[src/rtl/id_ex_skid_reg_pkg.sv]
// Shared ID/EX pipeline settings: default widths and the packed control
// bundle layout carried alongside each instruction.
package id_ex_skid_reg_pkg;

  localparam int WORD_WIDTH_DEF        = 32;
  localparam int REG_FILE_DEPTH        = 16;
  localparam int REG_ADDR_WIDTH        = $clog2(REG_FILE_DEPTH);
  localparam int SIGNED_IMM_WIDTH      = 10;
  localparam int SHIFTER_OPERAND_WIDTH = 12;
  localparam int EX_CMD_WIDTH          = 4;
  localparam int STATUS_WIDTH          = 4;

  // Bit offsets inside the control bundle, LSB first
  localparam int SR_UPDATE_OFS = 0;
  localparam int B_OFS         = 1;
  localparam int IMM_OFS       = 2;
  localparam int WB_EN_OFS     = 3;
  localparam int MEM_WRITE_OFS = 4;
  localparam int MEM_READ_OFS  = 5;
  localparam int STATUS_OFS    = 6;
  localparam int EX_CMD_OFS    = STATUS_OFS + STATUS_WIDTH;
  localparam int SHIFTER_OFS   = EX_CMD_OFS + EX_CMD_WIDTH;
  localparam int SIGNED_IMM_OFS = SHIFTER_OFS + SHIFTER_OPERAND_WIDTH;
  localparam int DST_OFS       = SIGNED_IMM_OFS + SIGNED_IMM_WIDTH;

  typedef enum logic [EX_CMD_WIDTH-1:0] {
    EX_NOP = 4'd0,
    EX_MOV = 4'd1,
    EX_MVN = 4'd2,
    EX_ADD = 4'd3,
    EX_ADC = 4'd4,
    EX_SUB = 4'd5,
    EX_SBC = 4'd6,
    EX_AND = 4'd7,
    EX_ORR = 4'd8,
    EX_EOR = 4'd9,
    EX_LDR = 4'd10,
    EX_STR = 4'd11
  } ex_cmd_e;

  typedef struct packed {
    logic [REG_ADDR_WIDTH-1:0]        dst;
    logic [SIGNED_IMM_WIDTH-1:0]      signed_imm;
    logic [SHIFTER_OPERAND_WIDTH-1:0] shifter_operand;
    ex_cmd_e                          ex_cmd;
    logic [STATUS_WIDTH-1:0]          status;
    logic                             mem_read;
    logic                             mem_write;
    logic                             wb_en;
    logic                             imm;
    logic                             b;
    logic                             sr_update;
  } id_ex_ctrl_t;

  localparam int CTRL_WIDTH_DEF = $bits(id_ex_ctrl_t);

  // Width of one stored entry: pc, instruction, Rn, Rm plus control bundle
  function automatic int entry_width(input int word_w, input int ctrl_w);
    return (4 * word_w) + ctrl_w;
  endfunction

endpackage

[src/rtl/pipe_entry_reg.sv]
// One payload slot of the ID/EX skid buffer: enabled load, synchronous clear.
module pipe_entry_reg
  import id_ex_skid_reg_pkg::*;
#(
  parameter int WIDTH = entry_width(WORD_WIDTH_DEF, CTRL_WIDTH_DEF)
) (
  input  logic             clk,
  input  logic             rst,
  input  logic             en,
  input  logic             clr,
  input  logic [WIDTH-1:0] d,
  output logic [WIDTH-1:0] q
);

  logic [WIDTH-1:0] q_r;

  // Slot storage; clear wins over load so a discarded entry never lingers
  always_ff @(posedge clk) begin
    if (rst) begin
      q_r <= '0;
    end else if (clr) begin
      q_r <= '0;
    end else if (en) begin
      q_r <= d;
    end else begin
      q_r <= q_r;
    end
  end

  assign q = q_r;

endmodule

[src/rtl/id_ex_skid_reg.sv]
// ID/EX pipeline register built as a two-entry skid buffer. The main slot is
// always the head, so every EX-facing output comes straight from a flop.
module id_ex_skid_reg
  import id_ex_skid_reg_pkg::*;
#(
  parameter int WORD_WIDTH = WORD_WIDTH_DEF,
  parameter int CTRL_WIDTH = CTRL_WIDTH_DEF,
  parameter int CNT_WIDTH  = 16
) (
  input  logic                  clk,
  input  logic                  rst,
  input  logic                  flush,
  input  logic                  in_valid,
  output logic                  in_ready,
  input  logic [WORD_WIDTH-1:0] pc_in,
  input  logic [WORD_WIDTH-1:0] instruction_in,
  input  logic [WORD_WIDTH-1:0] val_Rn_in,
  input  logic [WORD_WIDTH-1:0] val_Rm_in,
  input  logic [CTRL_WIDTH-1:0] ctrl_in,
  output logic                  out_valid,
  input  logic                  out_ready,
  output logic [WORD_WIDTH-1:0] pc,
  output logic [WORD_WIDTH-1:0] instruction,
  output logic [WORD_WIDTH-1:0] val_Rn_out,
  output logic [WORD_WIDTH-1:0] val_Rm_out,
  output logic [CTRL_WIDTH-1:0] ctrl_out,
  output logic [1:0]            occupancy,
  output logic [CNT_WIDTH-1:0]  stall_cycles
);

  localparam int ENTRY_W = entry_width(WORD_WIDTH, CTRL_WIDTH);
  localparam logic [CNT_WIDTH-1:0] CNT_ONE = {{(CNT_WIDTH-1){1'b0}}, 1'b1};
  localparam logic [CNT_WIDTH-1:0] CNT_MAX = {CNT_WIDTH{1'b1}};

  typedef enum logic [1:0] {
    ST_EMPTY = 2'd0,
    ST_ONE   = 2'd1,
    ST_FULL  = 2'd2
  } state_e;

  state_e               state_r;
  logic                 in_ready_r;
  logic                 out_valid_r;
  logic [1:0]           occupancy_r;
  logic [CNT_WIDTH-1:0] stall_r;

  logic               accept_s;
  logic               pop_s;
  logic               main_en_s;
  logic               main_clr_s;
  logic               main_sel_skid_s;
  logic               skid_en_s;
  logic               skid_clr_s;
  logic [ENTRY_W-1:0] in_word_s;
  logic [ENTRY_W-1:0] main_d_s;
  logic [ENTRY_W-1:0] main_q_s;
  logic [ENTRY_W-1:0] skid_q_s;

  assign accept_s  = in_valid && in_ready_r;
  assign pop_s     = out_valid_r && out_ready;
  assign in_word_s = {pc_in, instruction_in, val_Rn_in, val_Rm_in, ctrl_in};
  assign main_d_s  = main_sel_skid_s ? skid_q_s : in_word_s;

  // Slot steering: which slot loads, clears or refills from the skid
  always_comb begin
    main_en_s       = 1'b0;
    main_clr_s      = 1'b0;
    main_sel_skid_s = 1'b0;
    skid_en_s       = 1'b0;
    skid_clr_s      = 1'b0;
    if (flush) begin
      main_clr_s = 1'b1;
      skid_clr_s = 1'b1;
    end else begin
      case (state_r)
        ST_EMPTY: begin
          main_en_s = accept_s;
        end
        ST_ONE: begin
          if (pop_s && accept_s) begin
            main_en_s = 1'b1;
          end else if (pop_s) begin
            main_clr_s = 1'b1;
          end else if (accept_s) begin
            skid_en_s = 1'b1;
          end else begin
            main_en_s = 1'b0;
          end
        end
        ST_FULL: begin
          if (pop_s) begin
            main_en_s       = 1'b1;
            main_sel_skid_s = 1'b1;
            skid_clr_s      = 1'b1;
          end else begin
            main_en_s = 1'b0;
          end
        end
        default: begin
          main_clr_s = 1'b1;
          skid_clr_s = 1'b1;
        end
      endcase
    end
  end

  pipe_entry_reg #(.WIDTH(ENTRY_W)) u_main_slot (
    .clk (clk),
    .rst (rst),
    .en  (main_en_s),
    .clr (main_clr_s),
    .d   (main_d_s),
    .q   (main_q_s)
  );

  pipe_entry_reg #(.WIDTH(ENTRY_W)) u_skid_slot (
    .clk (clk),
    .rst (rst),
    .en  (skid_en_s),
    .clr (skid_clr_s),
    .d   (in_word_s),
    .q   (skid_q_s)
  );

  // Occupancy FSM; handshake outputs are registered alongside the state
  always_ff @(posedge clk) begin
    if (rst || flush) begin
      state_r     <= ST_EMPTY;
      in_ready_r  <= 1'b1;
      out_valid_r <= 1'b0;
      occupancy_r <= 2'd0;
    end else begin
      case (state_r)
        ST_EMPTY: begin
          if (accept_s) begin
            state_r     <= ST_ONE;
            in_ready_r  <= 1'b1;
            out_valid_r <= 1'b1;
            occupancy_r <= 2'd1;
          end else begin
            state_r     <= ST_EMPTY;
            in_ready_r  <= 1'b1;
            out_valid_r <= 1'b0;
            occupancy_r <= 2'd0;
          end
        end
        ST_ONE: begin
          if (accept_s && !pop_s) begin
            state_r     <= ST_FULL;
            in_ready_r  <= 1'b0;
            out_valid_r <= 1'b1;
            occupancy_r <= 2'd2;
          end else if (pop_s && !accept_s) begin
            state_r     <= ST_EMPTY;
            in_ready_r  <= 1'b1;
            out_valid_r <= 1'b0;
            occupancy_r <= 2'd0;
          end else begin
            state_r     <= ST_ONE;
            in_ready_r  <= 1'b1;
            out_valid_r <= 1'b1;
            occupancy_r <= 2'd1;
          end
        end
        ST_FULL: begin
          if (pop_s) begin
            state_r     <= ST_ONE;
            in_ready_r  <= 1'b1;
            out_valid_r <= 1'b1;
            occupancy_r <= 2'd1;
          end else begin
            state_r     <= ST_FULL;
            in_ready_r  <= 1'b0;
            out_valid_r <= 1'b1;
            occupancy_r <= 2'd2;
          end
        end
        default: begin
          state_r     <= ST_EMPTY;
          in_ready_r  <= 1'b1;
          out_valid_r <= 1'b0;
          occupancy_r <= 2'd0;
        end
      endcase
    end
  end

  // Back-pressure counter: saturates, and only reset clears it (not flush)
  always_ff @(posedge clk) begin
    if (rst) begin
      stall_r <= '0;
    end else if (out_valid_r && !out_ready && (stall_r != CNT_MAX)) begin
      stall_r <= stall_r + CNT_ONE;
    end else begin
      stall_r <= stall_r;
    end
  end

  assign in_ready     = in_ready_r;
  assign out_valid    = out_valid_r;
  assign occupancy    = occupancy_r;
  assign stall_cycles = stall_r;
  assign {pc, instruction, val_Rn_out, val_Rm_out, ctrl_out} = main_q_s;

endmodule

[config.mk]
export PLATFORM = sky130hd
export DESIGN_NAME = id_ex_skid_reg
export DESIGN_NICKNAME = d
export VERILOG_FILES = /design/src/rtl/id_ex_skid_reg_pkg.sv /design/src/rtl/pipe_entry_reg.sv /design/src/rtl/id_ex_skid_reg.sv
export SDC_FILE = /design/constraint.sdc
export NUM_CORES = 1
export LEC_CHECK = 0
export BUFFER_PORTS_ARGS = -buffer_cell sky130_fd_sc_hd__buf_2
export CORE_MARGIN = 5
export CORE_UTILIZATION = 54
export DETAILED_ROUTE_END_ITERATION = 16
export PLACE_DENSITY = 0.8
export SYNTH_ARGS = -nofsm -noshare
export SYNTH_HDL_FRONTEND = slang
export SYNTH_HIERARCHICAL = 1
export SYNTH_SLANG_ARGS = --single-unit
[constraint.sdc]
create_clock -name clk -period 2.75 [get_ports clk]
set_input_delay 0.55 -clock clk [delete_from_list [all_inputs] [get_ports clk]]
set_output_delay 0.55 -clock clk [all_outputs]
set_load 0.02 [all_outputs]
==> impl_metrics.py <==
metrics = {
    "hold_path": {
        "min_path_type": "in -> reg",
        "worstHoldEndpoint": "u_skid_slot/q[77]",
        "hold_path_depth": 3,
        "hold_start": "val_Rn_in[5]",
    },
    "synth": {
        "syn_nets": 1594,
        "yosysSeqAreaShare_pct": 46.7,
        "post-synth-top-area-fraction_pct": 46.7,
        "synth-edff-count": 0,
        "yosysTopAreaCell": "dfxtp_1",
        "synthFlopType": "dfxtp_1",
        "ys_top_cells_by_count": "356 x dfxtp_1, 343 x nor2_1, 336 x mux2i_1",
        "synthCells": 1413,
        "ys_ff_latch": 356,
        "synthTopCellsByArea": "dfxtp_1 47%, mux2i_1 22%, mux2_2 13%",
        "synth_area_per_cell_um2": 10.8,
        "async_flop_share_pct": 0,
        "synthDistinctLibCells": 39,
        "ys_warn_count": 6,
        "yosysMostFrequentCell": "dfxtp_1",
        "synth_area_um2": 15200,
    },
    "clock_network": {
        "cts_tree": "built",
        "clk-insertion-delay-late_ns": 0.51,
        "postCtsHoldBufs": 0,
        "clock-root-buffer": "clkbuf_16",
        "clkSinkCount": 356,
        "clkTransAtPathRegs_ns": 0.06,
        "cts_max_path_buffers": 3,
        "cts_resized": 0,
        "htreeDepth": 2,
        "cts_buffers": 38,
        "postCtsSetupRepairBufs": 0,
    },
    "setup_path": {
        "end_kind": "register",
        "critPathSlowestCell": "mux2_2",
        "crit_type": "reg -> reg",
        "max_stage_delay_ns": 0.39,
        "crit_family": "multiplexers",
        "worst-path-buf-inv": 2,
        "reg2reg_slack_ns": 0.43,
        "reg2reg_to": "u_main_slot/q[160]",
        "path_cells": "inv_1, ha_1, nand3_1, or2_4, buf_12, mux2_2, mux2i_1, nor2_1",
        "cp_max_fo": 61,
        "r2r-start": "occupancy[0]",
        "start_kind": "register",
        "crit_arrival_ns": 2.68,
        "r2r_cells": 8,
        "required_ns": 3.11,
    },
    "timing": {
        "tightest_slew_ns": 0.779,
        "fin_worst_skew_ns": 0.0114,
        "hold_viol_final": 0,
        "fin_ws_ns": 0.428,
        "setup_viol": 0,
        "report.final.slew_viol_count": 0,
        "period_needed_ns": 2.32,
        "fmax_ghz": 0.431,
        "setup_tns_ns": 0,
        "rsz0062_at_grt": "false",
        "fin_crit_sh_pct": 84.4,
        "maxSlewHeadroom_pct": 48.1,
    },
    "detailed_routing": {
        "ant_nets": 0,
        "wl_mm": 37.2,
        "drt_iter0_drc": 531,
        "wl_per_cell_um": 17.3,
        "vias_per_cell": 5.31,
        "firstDrtPassIters": 4,
        "drc": 0,
        "vias": 11400,
    },
    "run": {
        "cap_violations": 0,
    },
    "die": {
        "die_x_um": 178,
        "die_y_um": 178,
        "ios": 361,
        "start_util_pct": 54.7,
        "dieArea_um2": 31700,
        "core_region_area_um2": 27900,
        "fp-row-count": 61,
    },
    "layout": {
        "area_delta_synth_final_pct": 20.5,
        "drive_gt1_share_pct": 35.6,
        "fin_nets": 1921,
        "multiInputGateArea_um2": 7260,
        "final-seq-area_um2": 7130,
        "fill_cells": 2147,
    },
    "placement": {
        "gp_congestion": 0.837,
        "dp_worst_setup_slack_ns": 0.383,
        "dp_hpwl_mm": 25.4,
        "numPortBuffers": 360,
    },
    "global_route": {
        "grt_pass1_vias": 11600,
        "grt_pass1_wl_mm": 58.3,
        "overflow": 0,
        "grtUsageTotal_pct": 22.3,
        "grt_max_degree": 102,
        "antenna_found_initial": 9,
    },
    "power": {
        "powerDensity_nw_per_um2": 620,
        "p_leak_uw": 0.00740,
        "peakVddDrop_mv": 0.542,
    },
    "run_status": {
        "outcome": "finished clean",
    },
}
## worst reg2reg max path, delay by kind of cell, from the launching register on
| kind | cells | cell delay (ns) |
|---|---|---|
| mux | 2 | 0.58 |
| simple gates | 3 | 0.54 |
| buf+inv | 2 | 0.44 |
| flops | 1 | 0.38 |
| fa+ha+maj | 1 | 0.24 |
## where the power goes
part	internal, uW	switching (uW)	total (uW)
sequential	5220	38.8	5260
clock	3220	2000	5220
combinational	419	491	910
## cells by family (layout without fill, tap and decap cells)
family                   count (synthesis)  count (layout)  share of synthesized area, %
AO/OA/AOI/OAI                           30              30                          1.20
adder cells (fa/ha/maj)                  8               8                         0.657
buffers and inverters                  108             463                          5.81
other                                    0               3                             0
multiplexers                           507             507                          34.7
flip-flops                             356             356                          46.7
AND/OR/NAND/NOR                        404             404                          10.9
## state kept, by name (all words and copies together), names as in the netlist
register       cells
u_main_slot/q    168
in_ready           1
out_valid          1
u_skid_slot/q    168
stall_cycles      16
occupancy          2
## worst max-delay path by stage
stage                 start                 end  slack [ns]  cells past startpoint
3_5_place_dp      out_ready    stall_cycles[15]        0.38                      5
3_3_place_gp      out_ready    stall_cycles[15]        0.41                      5
6_report       occupancy[0]  u_main_slot/q[160]        0.43                      8
5_1_grt        occupancy[0]  u_main_slot/q[160]        0.24                      8
4_1_cts        occupancy[0]   u_main_slot/q[44]        0.41                      8
2_1_floorplan  occupancy[0]  u_main_slot/q[147]        0.34                     10
## stage by stage
stage	area, um^2	util, %	hold WS (ns)	instances	power (uW)
floorplan	15200	-	0.456	1413	6000
global placement	17100	61.3	0.468	2078	6260
detailed placement	17100	61.3	0.476	2078	6280
CTS	18400	65.9	0.266	2146	11500
global route	18400	66.0	0.287	2148	11800
finish	18400	66.0	0.292	2149	11400
## layout make-up
cell class / count / area share [%]
antenna: 3 / 0.0409
clock buffer: 53 / 6.09
clock inverter: 15 / 0.994
inverter: 8 / 0.163
multi-input combinational: 949 / 39.5
sequential: 356 / 38.8
tap: 378 / 2.57
timing repair buffer: 387 / 11.9
## layer usage
metal	vias up	GRT usage [%]	part of all wire (%)
met3	98	6.70	8.3
li1	5487	-	-
met1	5442	26.6	41
met2	365	37.8	48
met5	-	0	0.18
met4	12	8.35	3.3
## cell usage in the layout (no fill, tap or decap), types with 9 or more instances in the layout
| cell | instances |
|---|---|
| mux2_2 | 171 |
| nor2_1 | 342 |
| a21oi_1 | 15 |
| buf_12 | 14 |
| clkbuf_8 | 9 |
| dfxtp_1 | 356 |
| mux2i_1 | 336 |
| buf_4 | 13 |
| buf_2 | 360 |
| nand2_1 | 12 |
| clkinv_2 | 9 |
| clkbuf_16 | 39 |
Note: power is estimated with default switching activity, not from simulation.
